### src/rtl/lvdt_phase_capture.sv
// lvdt_phase_capture
// Read-side Avalon-MM slave for the LVDT oscillator phase/status lines.
// The 8-bit input bus is synchronized, and rising edges are latched per bit
// into a sticky capture register with write-1-to-clear semantics. Edges on
// bit 0, the oscillator reference, are also counted. A maskable level
// interrupt is raised from the captured edges.

module lvdt_phase_capture (
   input  logic       clk,
   input  logic       reset_n,
   input  logic [1:0] address,
   input  logic       chipselect,
   input  logic       write_n,
   input  logic [7:0] writedata,
   input  logic [7:0] in_port,
   output logic [7:0] readdata,
   output logic       irq
);

   typedef enum logic [1:0] {
      ADDR_DATA  = 2'd0,
      ADDR_MASK  = 2'd1,
      ADDR_EDGE  = 2'd2,
      ADDR_COUNT = 2'd3
   } reg_addr_e;

   reg_addr_e  reg_sel;
   logic       wr_en;

   // Synchronizer chain; s3 is the previous value of s2 and is used for edge detection.
   logic [7:0] s1_q, s1_d;
   logic [7:0] s2_q, s2_d;
   logic [7:0] s3_q, s3_d;

   logic [7:0] mask_q, mask_d;
   logic [7:0] capt_q, capt_d;
   logic [7:0] count_q, count_d;
   logic [1:0] warm_q, warm_d;

   logic       armed;
   logic [7:0] rise;
   logic [7:0] clr;

   assign reg_sel = reg_addr_e'(address);
   assign wr_en   = chipselect && !write_n;

   // Next-state logic: synchronizer shift, warm-up, edge capture, mask and count.
   always_comb begin
      // NOTE: every _d gets a default before any branch, so no path can leave it unassigned and infer a latch.
      s1_d    = in_port;
      s2_d    = s1_q;
      s3_d    = s2_q;
      mask_d  = mask_q;
      count_d = count_q;
      clr     = 8'h00;

      // Edge detection stays off until s2/s3 hold values sampled after reset release.
      // Without this, a line already high at release would be seen as a false edge.
      warm_d  = (warm_q == 2'd3) ? warm_q : warm_q + 2'd1;
      armed   = (warm_q == 2'd3);
      rise    = s2_q & ~s3_q & {8{armed}};

      if (wr_en) begin
         case (reg_sel)
            ADDR_MASK:  mask_d  = writedata;
            ADDR_EDGE:  clr     = writedata;
            ADDR_COUNT: count_d = 8'h00;
            default:    ;
         endcase
      end

      // A new edge wins over a same-cycle clear of the same bit.
      capt_d = (capt_q & ~clr) | rise;

      // A reference edge coinciding with a count clear is counted as the first edge after the clear.
      if (rise[0]) begin
         if (wr_en && (reg_sel == ADDR_COUNT)) begin
            count_d = 8'd1;
         end else begin
            count_d = count_q + 8'd1;
         end
      end
   end

   // State registers; asynchronous reset clears everything, including pending captures.
   always_ff @(posedge clk or negedge reset_n) begin
      if (!reset_n) begin
         s1_q    <= 8'h00;
         s2_q    <= 8'h00;
         s3_q    <= 8'h00;
         mask_q  <= 8'h00;
         capt_q  <= 8'h00;
         count_q <= 8'h00;
         warm_q  <= 2'd0;
      end else begin
         // NOTE: non-blocking assignments so every flop samples the pre-edge values of the others.
         s1_q    <= s1_d;
         s2_q    <= s2_d;
         s3_q    <= s3_d;
         mask_q  <= mask_d;
         capt_q  <= capt_d;
         count_q <= count_d;
         warm_q  <= warm_d;
      end
   end

   // Zero-wait-state read mux; it ignores chipselect, so it reads 0 everywhere while in reset.
   always_comb begin
      readdata = 8'h00;
      case (reg_sel)
         ADDR_DATA:  readdata = s2_q;
         ADDR_MASK:  readdata = mask_q;
         ADDR_EDGE:  readdata = capt_q;
         ADDR_COUNT: readdata = count_q;
         default:    readdata = 8'h00;
      endcase
   end

   assign irq = |(capt_q & mask_q);

endmodule

### config.mk
export PLATFORM = sky130hd
export DESIGN_NAME = lvdt_phase_capture
export DESIGN_NICKNAME = d
export VERILOG_FILES = /design/src/rtl/lvdt_phase_capture.sv
export SDC_FILE = /design/constraint.sdc
export NUM_CORES = 1
export LEC_CHECK = 0
export ABC_AREA = 1
export ABC_CLOCK_PERIOD_IN_PS = 2500
export BUFFER_PORTS_ARGS = -buffer_cell sky130_fd_sc_hd__buf_4
export CAP_MARGIN = 20
export CORE_UTILIZATION = 60
export DETAILED_ROUTE_END_ITERATION = 10
export GPL_TIMING_DRIVEN = 0
export PLACE_DENSITY = 0.85
export SLEW_MARGIN = 15
export SYNTH_ARGS = -nofsm -noshare
export SYNTH_HDL_FRONTEND = slang
export SYNTH_SLANG_ARGS = --single-unit
### constraint.sdc
create_clock -name clk -period 2.5 [get_ports clk]
set_input_delay 0.5 -clock clk [delete_from_list [all_inputs] [get_ports clk]]
set_output_delay 0.5 -clock clk [all_outputs]
set_load 0.03 [all_outputs]
==> flow_summary.yaml, run 1 <==
critical_path:
  required_ns: 2.00
  crit_slowest_cell: "nor2_1"
  crit_top_cell: "buf_4"
  criticalPathCategory: "input pin to primary output"
  worstSetupEndpointType: "primary output"
  crit_chain: "buf_4, nor2_1, nand2_1, o2111ai_1, buf_4"
  path_buf_inv: 2
  cpPeakStageDelay_ns: 0.44
  crit_family: "simple AND/OR/NAND/NOR gates"
  critical_path_arrival_ns: 1.54
  cp_max_fo: 8
  critPathLaunchType: "input pin"
floorplan:
  rows: 21
  dieArea_um2: 3729
  start_util_pct: 62.73
  die_w_um: 61.07
  core_area_um2: 3337
  io_pins: 31
  die_h_um: 61.07
clock_tree:
  clk_pin_slew_ns: 0.14
  cts_sinks: 50
  post_cts_buffers: 0
  clk_latency_ns: 0.36
  tritoncts: "done"
  root_buffer: "clkbuf_4"
  htree_levels: 2
  cts-buffers-inserted: 5
  cts_buffer_depth: 2
  ctsHoldBuffers: 0
  cts-resized-gates: 0
final_layout:
  syn_to_final_growth_pct: 16.14
  nFillCells: 266
  insertedDiodeCount: 0
  nets: 277
  drive_gt1_share_pct: 25.98
  fin_util_pct: 72.85
  fin_cells: 300
route:
  met3_length_um: 205
  drtAntennaViolNets: 0
  route.vias.total: 1505
  dr.pass1.iters: 5
  drcViolationCount: 0
  dr_wl_met2_mm: 1.777
  dr.first_iter.drc_count: 86
  wirelength_mm: 3.721
  via_per_inst: 5.017
  wl_met1_mm: 1.663
  wire_per_inst_um: 12.40
  highest_layer: "met4"
timing:
  max_freq_mhz: 490.5
  finClkSkew_ns: 0.008977
  fin_tns_setup_ns: 0
  finalCritPeriodShare_pct: 81.56
  setup_slack_ns: 0.4611
  setup_violations: 0
  hold_viol_final: 0
  tightest_slew_ns: 0.6037
  slew_violations: 0
  relSlewSlack_pct: 59.76
  rsz0062_at_grt: "false"
  fin_crit_ns: 2.039
synthesis:
  postSynthCellCount: 216
  ys_types: 24
  yosysWarnings: 0
  avgSynthCellArea_um2: 9.691
  syn-cell-area_um2: 2093
  syn_nets: 240
  ys_seq_area_share_pct: 59.77
  ys_ff_latch: 50
run:
  maxCapViolations: 0
min_path:
  timing.hold.worst.class: "input pin to async pin"
grt:
  grt_pass1_vias: 1352
  grt_usage_pct: 21.97
  grt_max_degree: 51
  antenna_found_initial: 0
  grt-ovfl-total: 0
  grt_pass1_wl_mm: 5.768
place:
  place_hpwl_mm: 2.758
  gp_congestion: 0.8242
  place_ws_ns: 0.4763
  dp_cells: 292
  io_buffer_count: 30
pwr:
  power.total_mw: 1.681
  p_leak_nw: 1.197
  powerDensity_nw_per_um2: 691.4
  vdd_drop_max_mv: 0.5058
outcome:
  status: "finished clean"
worst paths after layout:
kind / startpoint / to / slack, ns / cells past startpoint
max: address[0] / readdata[7] / 0.46 / 5
min in group clk: in_port[1] / s1_q[1]$_DFF_PN0_ / 0.23 / 1
max reg2reg: warm_q[0]$_DFFE_PN0N_ / count_q[4]$_DFFE_PN0P_ / 1.17 / 9
min: reset_n / count_q[4]$_DFFE_PN0P_ / 0.11 / 1
max in group asynchronous: reset_n / capt_q[5]$_DFF_PN0_ / 1.96 / 1
min reg2reg: s1_q[1]$_DFF_PN0_ / s2_q[1]$_DFF_PN0_ / 0.37 / 0
metal layers:
metal | up-vias | GRT usage [%]
li1 | 758 | -
met4 | 0 | 9.416
met2 | 48 | 36.65
met5 | - | 0
met1 | 691 | 27.18
met3 | 8 | 5.672
layout by cell type (no fill, tap or decap):
cell type / count
inv_2: 4
buf_4: 31
nor2_4: 3
nand3_4: 1
nand2_1: 71
dfrtp_1: 50
inv_1: 19
a21oi_1: 3
clkbuf_4: 5
o21ai_0: 2
clkinv_2: 1
or2_2: 1
o21ai_2: 8
nor2_1: 12
nand3_1: 3
xor2_1: 1
nand2_2: 6
clkbuf_1: 1
nor3_1: 2
buf_6: 1
nor2_2: 2
nand4_1: 4
nand2_4: 2
o2111ai_1: 6
clkinv_4: 1
o21ai_1: 11
ha_1: 2
xnor2_1: 1
where the power goes:
part           internal, mW  leakage (nW)  switching [mW]  total, mW
combinational         0.140         0.588           0.202      0.342
sequential            0.898         0.576          0.0829      0.981
clock                 0.111        0.0322           0.247      0.358
cell usage after synthesis:
cell type,count,share of area [%]
nand2_1,71,13
nor3_1,2,0.48
nor2_1,12,2.2
buf_4,1,0.36
nand4_1,4,1.2
buf_6,1,0.54
nor2_4,3,1.6
ha_1,2,1.2
nor2_2,2,0.60
xor2_1,1,0.42
nand3_4,1,0.84
nand2_2,6,1.8
inv_1,19,3.4
nand2_4,2,1.1
dfrtp_1,50,60
o21ai_1,11,2.6
xnor2_1,1,0.42
inv_2,4,0.72
o2111ai_1,6,2.5
or2_2,1,0.30
o21ai_0,2,0.48
a21oi_1,3,0.72
o21ai_2,8,3.3
nand3_1,3,0.72
cell type report:
| class | count | area (um2) | area share [%] |
|---|---|---|---|
| Tap cell | 46 | 57.56 | 2.367 |
| Clock buffer | 6 | 41.29 | 1.698 |
| Timing Repair Buffer | 30 | 225.2 | 9.264 |
| Clock inverter | 2 | 13.76 | 0.5661 |
| Multi-Input combinational cell | 141 | 737.0 | 30.31 |
| Inverter | 23 | 86.33 | 3.551 |
| Buffer | 2 | 18.77 | 0.7720 |
| Sequential cell | 50 | 1251 | 51.47 |
state kept, by name (all words and copies together), names as in the netlist:
| name | cells |
|---|---|
| mask_q | 8 |
| count_q | 8 |
| warm_q | 2 |
| capt_q | 8 |
| s1_q | 8 |
| s3_q | 8 |
| s2_q | 8 |
metrics by stage:
stage	hold WS, ns	cell area (um2)
finish	0.1078	2431
global route	0.1516	2431
CTS	0.1454	2431
detailed placement	0.3363	2376
global placement	0.3322	2376
floorplan	0.2044	2093
logic make-up (layout without fill, tap and decap cells):
| family | after synthesis | in the layout | share of synthesized area [%] |
|---|---|---|---|
| compound gates | 30 | 30 | 9.683 |
| xor+xnor | 2 | 2 | 0.8370 |
| fa+ha+maj | 2 | 2 | 1.195 |
| buf+inv | 25 | 63 | 5.021 |
| flops | 50 | 50 | 59.77 |
| simple gates | 107 | 107 | 23.49 |
(Power assumes the default switching activity.)
==> inputs of run 2 (changes only) <==
--- a/config.mk
+++ b/config.mk
@@ -5,14 +5,14 @@
 export SDC_FILE = /design/constraint.sdc
 export NUM_CORES = 1
 export LEC_CHECK = 0
-export ABC_AREA = 1
-export ABC_CLOCK_PERIOD_IN_PS = 2500
+export ABC_AREA = 0
+export ABC_CLOCK_PERIOD_IN_PS = 1800
 export BUFFER_PORTS_ARGS = -buffer_cell sky130_fd_sc_hd__buf_4
 export CAP_MARGIN = 20
-export CORE_UTILIZATION = 60
+export CORE_UTILIZATION = 50
 export DETAILED_ROUTE_END_ITERATION = 10
 export GPL_TIMING_DRIVEN = 0
-export PLACE_DENSITY = 0.85
+export PLACE_DENSITY = 0.76
 export SLEW_MARGIN = 15
 export SYNTH_ARGS = -nofsm -noshare
 export SYNTH_HDL_FRONTEND = slang
==> constraint.sdc (replaced) <==
create_clock -name clk -period 1.8 [get_ports clk]
set_input_delay 0.36 -clock clk [delete_from_list [all_inputs] [get_ports clk]]
set_output_delay 0.36 -clock clk [all_outputs]
set_load 0.03 [all_outputs]
==> flow_summary.yaml, run 2 <==
outcome:
  status: "finished clean"
final_layout:
  final_common_cell: "dfrtp_1"
  final_cell_mix: "47 x dfrtp_1, 37 x buf_4, 12 x nand2_1, 9 x mux2_2, 8 x mux4_2"
  drive_gt1_share_pct: 39.89
  nets: 201
  nFillCells: 295
  syn_to_final_growth_pct: 21.28
  insertedDiodeCount: 0
grt:
  grt_pass1_wl_mm: 6.120
  grt-ovfl-total: 0
  antenna_found_initial: 0
  grt_max_degree: 51
  grt_pass1_vias: 1309
  grt_usage_pct: 19.70
clock_tree:
  clk_latency_ns: 0.30
  cts_buffer_depth: 2
  htree_levels: 2
  clk_pin_slew_ns: 0.08
  cts-buffers-inserted: 5
  tritoncts: "done"
  cts_sinks: 50
  root_buffer: "clkbuf_8"
run:
  maxCapViolations: 0
timing:
  hold_viol_final: 0
  setup_slack_ns: 0.05129
  tightest_slew_ns: 0.6032
  finalCritPeriodShare_pct: 97.15
  slew_violations: 0
  max_freq_mhz: 571.9
  rsz0062_at_grt: "false"
  finClkSkew_ns: 0.007599
  relSlewSlack_pct: 59.79
  fin_crit_ns: 1.749
  setup_violations: 0
min_path:
  timing.hold.worst.class: "input pin to async pin"
synthesis:
  yosysWarnings: 0
  ys_seq_area_share_pct: 62.77
  async_flop_share_pct: 100.0
  yosysMostFrequentCell: "dfrtp_1"
  ys_types: 30
  avgSynthCellArea_um2: 14.76
  ys_top_cells_by_count: "50 x dfrtp_1, 12 x nand2_1, 9 x mux2_2, 8 x mux4_2"
  synth.largest_area_cell: "dfrtp_1"
  syn-cell-area_um2: 1993
  postSynthCellCount: 135
  synth_edf_count: 0
  ys_ff_latch: 50
  syn_nets: 159
  synth_area_leaders: "dfrtp_1 63%, mux4_2 9.0%, mux2_2 5.1%"
  yosys_most_used_dff: "dfrtp_1"
  yosysTopAreaCellShare_pct: 62.77
critical_path:
  criticalPathCategory: "register to primary output"
  crit_chain: "mux4_2, buf_6"
  required_ns: 1.44
  critical_path_arrival_ns: 1.39
  cp_max_fo: 7
  critPathLaunchType: "register"
  worstSetupEndpointType: "primary output"
  cpPeakStageDelay_ns: 0.49
  crit_slowest_cell: "mux4_2"
floorplan:
  start_util_pct: 53.24
  die_w_um: 65.14
  io_pins: 31
  die_h_um: 65.14
  core_area_um2: 3744
  rows: 22
  dieArea_um2: 4243
place:
  place_ws_ns: -0.04733
  io_buffer_count: 30
  gp_congestion: 0.8313
  place_hpwl_mm: 2.577
route:
  drcViolationCount: 0
  route.vias.total: 1278
  wire_per_inst_um: 16.00
  wirelength_mm: 3.616
  drtAntennaViolNets: 0
  dr.pass1.iters: 4
  via_per_inst: 5.655
  dr.first_iter.drc_count: 59
pwr:
  power.total_mw: 2.542
  vdd_drop_max_mv: 0.4989
  powerDensity_nw_per_um2: 1052
  p_leak_nw: 1.062
==> run 2: cell count changes in the layout (fill, tap and decap cells not counted), moves of 8 or more <==
cell	previous run	this run
mux2_2	0	9
nor2_1	12	2
mux4_2	0	8
o21ai_2	8	0
nand2_1	71	12
o21ai_1	11	0
inv_1	19	5
==> run 2: report_power, final <==
part           switching, mW  internal [mW]  total, mW
Sequential             0.108           1.26       1.37
Clock                  0.334          0.310      0.644
Combinational          0.260          0.272      0.532
==> run 2: timing repair <==
item,in CTS,in global routing
buffers inserted,0,6
gates resized for setup,1,3
hold buffers,0,0
setup endpoints to repair,8,5
pin swaps,0,0
endpoints found under the hold margin,0,0
==> run 2: layout make-up <==
class / count / area (um2) / share of cell area (%)
tap: 48 / 60.06 / 2.484
buffer: 5 / 28.78 / 1.190
sequential: 50 / 1255 / 51.91
timing repair buffer: 36 / 274.0 / 11.34
clock inverter: 1 / 5.005 / 0.2070
inverter: 5 / 18.77 / 0.7764
multi-input combinational: 74 / 689.4 / 28.52
clock buffer: 7 / 86.33 / 3.571
==> run 2: cell families after synthesis <==
group           after synthesis  synth area share, %
flops                        50                62.77
simple gates                 29                9.228
buf+inv                      11                2.636
fa+ha+maj                     2                1.255
xor+xnor                      3                1.319
mux                          18                14.63
compound gates               22                8.160
==> run 2: final timing paths <==
check	end	start	slack, ns	depth (start not counted)
min	s1_q[4]$_DFF_PN0_	reset_n	0.06	1
max	readdata[3]	count_q[3]$_DFFE_PN0P_	0.05	2
max in group asynchronous	s2_q[0]$_DFF_PN0_	reset_n	1.30	1
min reg2reg	s2_q[6]$_DFF_PN0_	s1_q[6]$_DFF_PN0_	0.35	0
max reg2reg	count_q[6]$_DFFE_PN0P_	warm_q[0]$_DFFE_PN0N_	0.17	5
min in group clk	s1_q[6]$_DFF_PN0_	in_port[6]	0.16	1
==> run 2: through the flow <==
step	area, um2	instances	hold slack [ns]	util (%)	TNS [ns]
final	2417	226	0.06040	64.57	0
after global routing	2417	226	0.1088	64.57	0
after CTS	2366	220	0.07920	63.20	0
after detailed placement	2278	213	0.3347	60.86	-0.2731
after global placement	2278	213	0.3323	60.86	-0.2055
after floorplan	1993	135	0.06441	-	0
==> run 2: critical path: cells and delay by family (launching register included) <==
kind / cells / cell delay, ns
buffers and inverters: 1 / 0.15
flip-flops: 1 / 0.44
multiplexers: 1 / 0.49
==> run 2: routing by layer <==
metal,track usage [%],part of all wire [%],wire (um),vias to the layer above
li1,-,-,-,586
met1,24.94,42,1522,658
met2,33.07,53,1908,28
met3,4.688,3.9,141,6
met4,7.337,1.2,43,0
met5,0,0,0,-
